[src/rtl/dot_product_accumulator_pkg.sv]
// Shared types, state encodings and width helpers for the dot-product
// accumulator that sits behind the pipelined multiplier.
package dot_product_accumulator_pkg;

  // Accumulator FSM: FIRST means the next valid product opens a new vector.
  typedef enum logic {
    FIRST = 1'b0,
    ACCUM = 1'b1
  } accState_t;

  // Per-operand tag that travels alongside the multiplier pipeline.
  typedef struct packed {
    logic valid;
    logic last;
  } tag_t;

  localparam int TAG_W = $bits(tag_t);

  // Product width for a given multiplier operand width.
  function automatic int prodWidth(input int size);
    return 2 * size;
  endfunction

  // Accumulator width: product width plus guard MSBs.
  function automatic int accWidth(input int size, input int guard);
    return 2 * size + guard;
  endfunction

  // Element counter width.
  function automatic int cntWidth(input int guard);
    return guard + 1;
  endfunction

endpackage

[src/rtl/dot_product_accumulator_if.sv]
// Handshake/bus bundle between the operand issuer, the multiplier output
// and the dot-product accumulator.
interface dot_product_accumulator_if
  import dot_product_accumulator_pkg::*;
#(
  parameter int size  = 16,
  parameter int guard = 8
);

  localparam int PROD_W = prodWidth(size);
  localparam int ACC_W  = accWidth(size, guard);
  localparam int CNT_W  = cntWidth(guard);

  logic              enable;
  logic              in_valid;
  logic              in_last;
  logic [PROD_W-1:0] product;
  logic              out_ready;
  logic              out_valid;
  logic [ACC_W-1:0]  out_sum;
  logic [CNT_W-1:0]  out_count;
  logic              out_overflow;
  logic              stall;
  logic              lost;

  modport master (
    output enable, in_valid, in_last, product, out_ready,
    input  out_valid, out_sum, out_count, out_overflow, stall, lost
  );

  modport slave (
    input  enable, in_valid, in_last, product, out_ready,
    output out_valid, out_sum, out_count, out_overflow, stall, lost
  );

endinterface

[src/rtl/dot_product_accumulator_tag_delay_line.sv]
// Enable-gated shift register of configurable depth and width with an
// asynchronous clear; reusable for any pipeline that stalls on an enable.
module tag_delay_line #(
  parameter int DEPTH = 16,
  parameter int WIDTH = 2
) (
  input  logic             clk,
  input  logic             reset,
  input  logic             i_enable,
  input  logic [WIDTH-1:0] i_data,
  output logic [WIDTH-1:0] o_data
);

  logic [WIDTH-1:0] r_stage [DEPTH];

  // Shift one stage per enabled edge; reset flushes every stage.
  always_ff @(posedge clk or posedge reset) begin
    if (reset) begin
      for (int i = 0; i < DEPTH; i++) begin
        r_stage[i] <= '0;
      end
    end else if (i_enable) begin
      r_stage[0] <= i_data;
      for (int i = 1; i < DEPTH; i++) begin
        r_stage[i] <= r_stage[i-1];
      end
    end
  end

  assign o_data = r_stage[DEPTH-1];

endmodule

[src/rtl/dot_product_accumulator.sv]
// Dot-product accumulator: tags each operand pair, sums the matching
// multiplier products per vector and hands the finished sum to a
// valid/ready output register.
module dot_product_accumulator
  import dot_product_accumulator_pkg::*;
#(
  parameter int size    = 16,
  parameter int latency = 16,
  parameter int guard   = 8
) (
  input logic                      clk,
  input logic                      reset,
  dot_product_accumulator_if.slave bus
);

  localparam int PROD_W = prodWidth(size);
  localparam int ACC_W  = accWidth(size, guard);
  localparam int CNT_W  = cntWidth(guard);
  localparam logic [CNT_W-1:0] CNT_MAX = '1;

  accState_t        r_state;
  accState_t        w_stateNext;
  logic [ACC_W-1:0] r_acc;
  logic [CNT_W-1:0] r_count;
  logic             r_ovf;
  logic [ACC_W-1:0] r_outSum;
  logic [CNT_W-1:0] r_outCount;
  logic             r_outOvf;
  logic             r_outValid;
  logic             r_lost;

  tag_t             w_inTag;
  tag_t             w_tail;
  logic             w_isFirst;
  logic [ACC_W-1:0] w_accBase;
  logic [ACC_W-1:0] w_accNew;
  logic             w_carry;
  logic [CNT_W-1:0] w_cntBase;
  logic [CNT_W-1:0] w_cntNew;
  logic             w_ovfNew;
  logic             w_fire;
  logic             w_load;
  logic             w_stall;

  // A bubble never carries a last flag, so a stray in_last cannot close a vector.
  assign w_inTag.valid = bus.in_valid;
  assign w_inTag.last  = bus.in_valid & bus.in_last;

  tag_delay_line #(
    .DEPTH (latency),
    .WIDTH (TAG_W)
  ) u_tagPipe (
    .clk      (clk),
    .reset    (reset),
    .i_enable (bus.enable),
    .i_data   (w_inTag),
    .o_data   (w_tail)
  );

  assign w_isFirst = (r_state == FIRST);
  assign w_accBase = w_isFirst ? '0 : r_acc;
  assign {w_carry, w_accNew} = {1'b0, w_accBase} + {{(ACC_W + 1 - PROD_W){1'b0}}, bus.product};
  assign w_cntBase = w_isFirst ? '0 : r_count;
  assign w_cntNew  = (w_cntBase == CNT_MAX) ? CNT_MAX : w_cntBase + 1'b1;
  assign w_ovfNew  = (~w_isFirst & r_ovf) | w_carry | (w_cntNew == CNT_MAX);
  assign w_fire    = bus.enable & w_tail.valid;
  assign w_load    = w_fire & w_tail.last;
  assign w_stall   = r_outValid & ~bus.out_ready;

  // FSM state register.
  always_ff @(posedge clk or posedge reset) begin
    if (reset) r_state <= FIRST;
    else       r_state <= w_stateNext;
  end

  // Next state: a retired last tag closes the vector, any other valid tag keeps it open.
  always_comb begin
    w_stateNext = r_state;
    if (w_fire) begin
      w_stateNext = w_tail.last ? FIRST : ACCUM;
    end
  end

  // Running sum, element count and overflow flag of the open vector.
  always_ff @(posedge clk or posedge reset) begin
    if (reset) begin
      r_acc   <= '0;
      r_count <= '0;
      r_ovf   <= 1'b0;
    end else if (w_fire) begin
      if (w_tail.last) begin
        r_acc   <= '0;
        r_count <= '0;
        r_ovf   <= 1'b0;
      end else begin
        r_acc   <= w_accNew;
        r_count <= w_cntNew;
        r_ovf   <= w_ovfNew;
      end
    end
  end

  // Output register with valid/ready; a result arriving while stalled is dropped and flagged.
  always_ff @(posedge clk or posedge reset) begin
    if (reset) begin
      r_outSum   <= '0;
      r_outCount <= '0;
      r_outOvf   <= 1'b0;
      r_outValid <= 1'b0;
      r_lost     <= 1'b0;
    end else if (w_load && !w_stall) begin
      r_outSum   <= w_accNew;
      r_outCount <= w_cntNew;
      r_outOvf   <= w_ovfNew;
      r_outValid <= 1'b1;
    end else begin
      if (w_load) r_lost <= 1'b1;
      if (r_outValid && bus.out_ready) r_outValid <= 1'b0;
    end
  end

  assign bus.out_valid    = r_outValid;
  assign bus.out_sum      = r_outSum;
  assign bus.out_count    = r_outCount;
  assign bus.out_overflow = r_outOvf;
  assign bus.stall        = w_stall;
  assign bus.lost         = r_lost;

endmodule

[src/flat_wrapper.sv]
// flat-port wrapper written by rule: the top's interface ports become plain ports
module dot_product_accumulator_flat import dot_product_accumulator_pkg::*;
#(
  parameter int size    = 16,
  parameter int latency = 16,
  parameter int guard   = 8
)
  (clk, reset, bus_enable, bus_in_valid, bus_in_last, bus_product, bus_out_ready, bus_out_valid, bus_out_sum, bus_out_count, bus_out_overflow, bus_stall, bus_lost);
  dot_product_accumulator_if #(.size(size), .guard(guard)) bus_i ();
  input logic clk;
  input logic reset;
  input wire logic [$bits(bus_i.enable)-1:0] bus_enable;
  input wire logic [$bits(bus_i.in_valid)-1:0] bus_in_valid;
  input wire logic [$bits(bus_i.in_last)-1:0] bus_in_last;
  input wire logic [$bits(bus_i.product)-1:0] bus_product;
  input wire logic [$bits(bus_i.out_ready)-1:0] bus_out_ready;
  output wire logic [$bits(bus_i.out_valid)-1:0] bus_out_valid;
  output wire logic [$bits(bus_i.out_sum)-1:0] bus_out_sum;
  output wire logic [$bits(bus_i.out_count)-1:0] bus_out_count;
  output wire logic [$bits(bus_i.out_overflow)-1:0] bus_out_overflow;
  output wire logic [$bits(bus_i.stall)-1:0] bus_stall;
  output wire logic [$bits(bus_i.lost)-1:0] bus_lost;
  assign bus_i.enable = bus_enable;
  assign bus_i.in_valid = bus_in_valid;
  assign bus_i.in_last = bus_in_last;
  assign bus_i.product = bus_product;
  assign bus_i.out_ready = bus_out_ready;
  assign bus_out_valid = bus_i.out_valid;
  assign bus_out_sum = bus_i.out_sum;
  assign bus_out_count = bus_i.out_count;
  assign bus_out_overflow = bus_i.out_overflow;
  assign bus_stall = bus_i.stall;
  assign bus_lost = bus_i.lost;
  dot_product_accumulator #(.size(size), .latency(latency), .guard(guard)) u_core (.clk(clk), .reset(reset), .bus(bus_i));
endmodule
[config.mk]
export PLATFORM = sky130hd
export DESIGN_NAME = dot_product_accumulator_flat
export DESIGN_NICKNAME = d
export VERILOG_FILES = /design/src/rtl/dot_product_accumulator_pkg.sv /design/src/rtl/dot_product_accumulator_if.sv /design/src/rtl/dot_product_accumulator_tag_delay_line.sv /design/src/rtl/dot_product_accumulator.sv /design/src/flat_wrapper.sv
export SDC_FILE = /design/constraint.sdc
export NUM_CORES = 1
export LEC_CHECK = 0
export BUFFER_PORTS_ARGS = -buffer_cell sky130_fd_sc_hd__buf_2
export CORE_ASPECT_RATIO = 0.75
export CORE_UTILIZATION = 59
export DETAILED_ROUTE_END_ITERATION = 10
export PLACE_DENSITY = 0.9
export SLEW_MARGIN = 0
export SYNTH_ARGS = -nofsm -noshare
export SYNTH_HDL_FRONTEND = slang
export SYNTH_SLANG_ARGS = --single-unit
[constraint.sdc]
create_clock -name clk -period 5.7 [get_ports clk]
set_input_delay 0.57 -clock clk [delete_from_list [all_inputs] [get_ports clk]]
set_output_delay 0.57 -clock clk [all_outputs]
set_load 0.01 [all_outputs]
==> flow_metrics.env <==
export IMPL_outcome="complete, no violations"
export IMPL_synthArstFlopShare_pct=100
export IMPL_cp_max_fo=36
export IMPL_cts_made_buffers=17
export IMPL_cts_tree="yes"
export IMPL_ys_flop_type="dfrtp_1"
export IMPL_cp_arrival_ns=4.82
export IMPL_worst_slew_pin_slew_ns=1.08
export IMPL_worst_setup_path_end_kind="flip-flop"
export IMPL_grt_antenna_before_repair=0
export IMPL_htree_levels=4
export IMPL_gp_congestion=0.919
export IMPL_setup_viol=0
export IMPL_hold_viol_final=0
export IMPL_leakagePower_nw=4.15
export IMPL_hold_path_class="input port to asynchronous set/reset pin"
export IMPL_final_cell_mix="dfrtp_1, nand2_1, buf_2, o21ai_0, mux2_2"
export IMPL_hold_buffers=0
export IMPL_area_growth_pct=14.8
export IMPL_cts_root_buf="clkbuf_16"
export IMPL_first_iter_violations=592
export IMPL_path_cells="and2_1 -> ha_1 -> inv_1 -> fa_1 -> and2b_1 -> o31a_4 -> nor4_2 -> or4b_1 -> a31oi_1 -> o211ai_1 -> o21a_1 -> or4_1 -> nand3_1"
export IMPL_core_area_um2=11900
export IMPL_netlist_area_um2=7370
export IMPL_yosysTopAreaCell="dfrtp_1"
export IMPL_track_usage_pct=28.6
export IMPL_vias=6102
export IMPL_fin_crit_ns=4.46
export IMPL_final_common_cell="dfrtp_1"
export IMPL_whs_ns=0.274
export IMPL_wl_um=17400
export IMPL_viasPerCell=6.07
export IMPL_synth_cell_types=55
export IMPL_die_area_um2=12900
export IMPL_ioPinCount=91
export IMPL_avgSynthCellArea_um2=9.67
export IMPL_hpwlAfterDp_um=11700
export IMPL_critPathMaxStageDelay_ns=1.06
export IMPL_cts_clk_slew_worst_paths_ns=0.07
export IMPL_slowest_stage="dfrtp_1"
export IMPL_worstSetupPathType="flip-flop to flip-flop"
export IMPL_fmax_mhz=224
export IMPL_synth_edf_count=0
export IMPL_fin_tns_setup_ns=0
export IMPL_postSynthCellCount=762
export IMPL_grt_max_degree=82
export IMPL_ir_drop_uv=303
export IMPL_r2r_cells=13
export IMPL_timing_rr_start="u_core.r_state"
export IMPL_path_delay_family="simple AND/OR/NAND/NOR gates"
export IMPL_finalPower_mw=4.77
export IMPL_clock_path_buffers=2
export IMPL_synth_area_top_cells="dfrtp_1, nand2_1, mux2_2, ha_1, a22o_1"
export IMPL_max_slew_margin_pct=28.2
export IMPL_required_ns=6.06
export IMPL_drv_cap=0
export IMPL_ys_seq_area_share_pct=45.8
export IMPL_cts_sinks=135
export IMPL_yosys_warnings=0
export IMPL_grt_pass1_vias=5704
export IMPL_reg2reg_to="u_core.r_acc[34]"
export IMPL_diodes=0
export IMPL_wl_per_cell_um=17.3
export IMPL_first_pass_iters=5
export IMPL_drc=0
export IMPL_synth_nets=834
export IMPL_synth_top_area_share_pct=45.8
export IMPL_finalClockSkew_ns=0.00826
export IMPL_antenna_left=0
export IMPL_crit_cells=13
export IMPL_rows=34
export IMPL_rsz0062_at_grt="false"
export IMPL_ys_seq_elements=135
export IMPL_cts_setup_buffers=0
export IMPL_grt_pass1_wl_um=28400
export IMPL_pwr_density_cell_nw_per_um2=564
export IMPL_fp_dieW_um=131
export IMPL_maxSlewViolCount=0
export IMPL_gr_total_overflow=0
export IMPL_cts_resized=0
export IMPL_drive_gt1_share_pct=21.2
export IMPL_layout_nets=903
export IMPL_die_h_um=98.8
export IMPL_period_share_pct=78.3
export IMPL_critPathLaunchType="flip-flop"
export IMPL_ff2ff_setup_slack_ns=1.24
export IMPL_port_buffer_count=90
export IMPL_start_util_pct=62.1
export IMPL_cp_num_buf_inv=1
export IMPL_clk_latency_ns=0.43
==> flip-flops by register name, indices dropped and copies added, names as in the netlist <==
name                      cells
u_core.bus.lost               1
u_core.bus.out_count          9
u_core.bus.out_overflow       1
u_core.bus.out_sum           40
u_core.bus.out_valid          1
u_core.r_acc                 40
u_core.r_count                9
u_core.r_ovf                  1
u_core.r_state                1
u_core.u_tagPipe.o_data       2
u_core.u_tagPipe.r_stage     30
==> report_power, final <==
group,total (mW),internal (mW),switching [mW]
sequential,1.54,1.30,0.243
combinational,2.17,0.901,1.27
clock,1.05,0.572,0.477
total,4.77,2.78,1.99
==> layout make-up <==
cell class	count	area (um^2)
Multi-Input combinational cell	566	3760
Inverter	16	65.1
Fill cell	844	3410
Timing Repair Buffer	95	488
Sequential cell	135	3380
Clock inverter	15	133
Tap cell	162	203
Clock buffer	17	425
==> worst reg2reg max path, stage by stage (launching register included) <==
cell and delay, ns:
dfrtp_1 1.06, and2_1 0.25, ha_1 0.17, inv_1 0.06, fa_1 0.39, and2b_1 0.25
o31a_4 0.15, nor4_2 0.05, or4b_1 0.58, a31oi_1 0.24, o211ai_1 0.18, o21a_1 0.38
or4_1 0.54, nand3_1 0.11
==> cells by family (layout without fill, tap and decap cells) <==
group / Yosys count / in the layout / share of synthesized area, %
fa+ha+maj: 34 / 34 / 5.88
compound gates: 188 / 188 / 17.4
buf+inv: 61 / 143 / 3.26
simple gates: 268 / 268 / 17.2
xor+xnor: 36 / 36 / 4.28
flops: 135 / 135 / 45.8
mux: 40 / 40 / 6.11
==> layer usage <==
metal,global-route usage [%],part of all wire [%]
met1,41.7,46
met2,42.2,44
met3,5.81,8.1
met4,10.7,2.1
met5,0,0
==> cell usage after synthesis, drive strengths merged (4+ instances only) <==
cell type	number
a31o	6
o21ai	42
or4	4
a32o	4
buf	7
o21bai	8
xnor2	23
a21o	17
inv	16
xor2	13
a21oi	36
a31oi	13
nand3	24
mux2	40
clkbuf	38
o211ai	7
nand4	12
and2	36
nor2	33
ha	33
and3	6
dfrtp	135
o21a	5
nand2	132
a22o	27
==> how the worst max path moves through the flow <==
| stage | from | endpoint | slack (ns) |
|---|---|---|---|
| 5_1_grt | u_core.r_state | u_core.r_acc[34] | 1.01 |
| 2_1_floorplan | u_core.r_state | u_core.r_acc[32] | 1.45 |
| 6_report | u_core.r_state | u_core.r_acc[34] | 1.24 |
| 3_5_place_dp | u_core.r_state | u_core.r_acc[34] | 1.38 |
| 4_1_cts | u_core.r_state | u_core.r_acc[34] | 1.32 |
| 3_3_place_gp | u_core.r_state | u_core.r_acc[38] | 1.49 |
==> metrics by stage <==
stage	worst slack, ns	cell area [um^2]	utilization [%]	std cells
finish	1.24	8460	71.3	1006
global route	1.01	8460	71.3	1006
CTS	1.32	8460	71.3	1006
detailed placement	1.38	7900	66.6	974
global placement	1.49	7900	66.6	974
floorplan	1.45	7370	-	762
No activity file was read; power rests on OpenSTA's default activity.
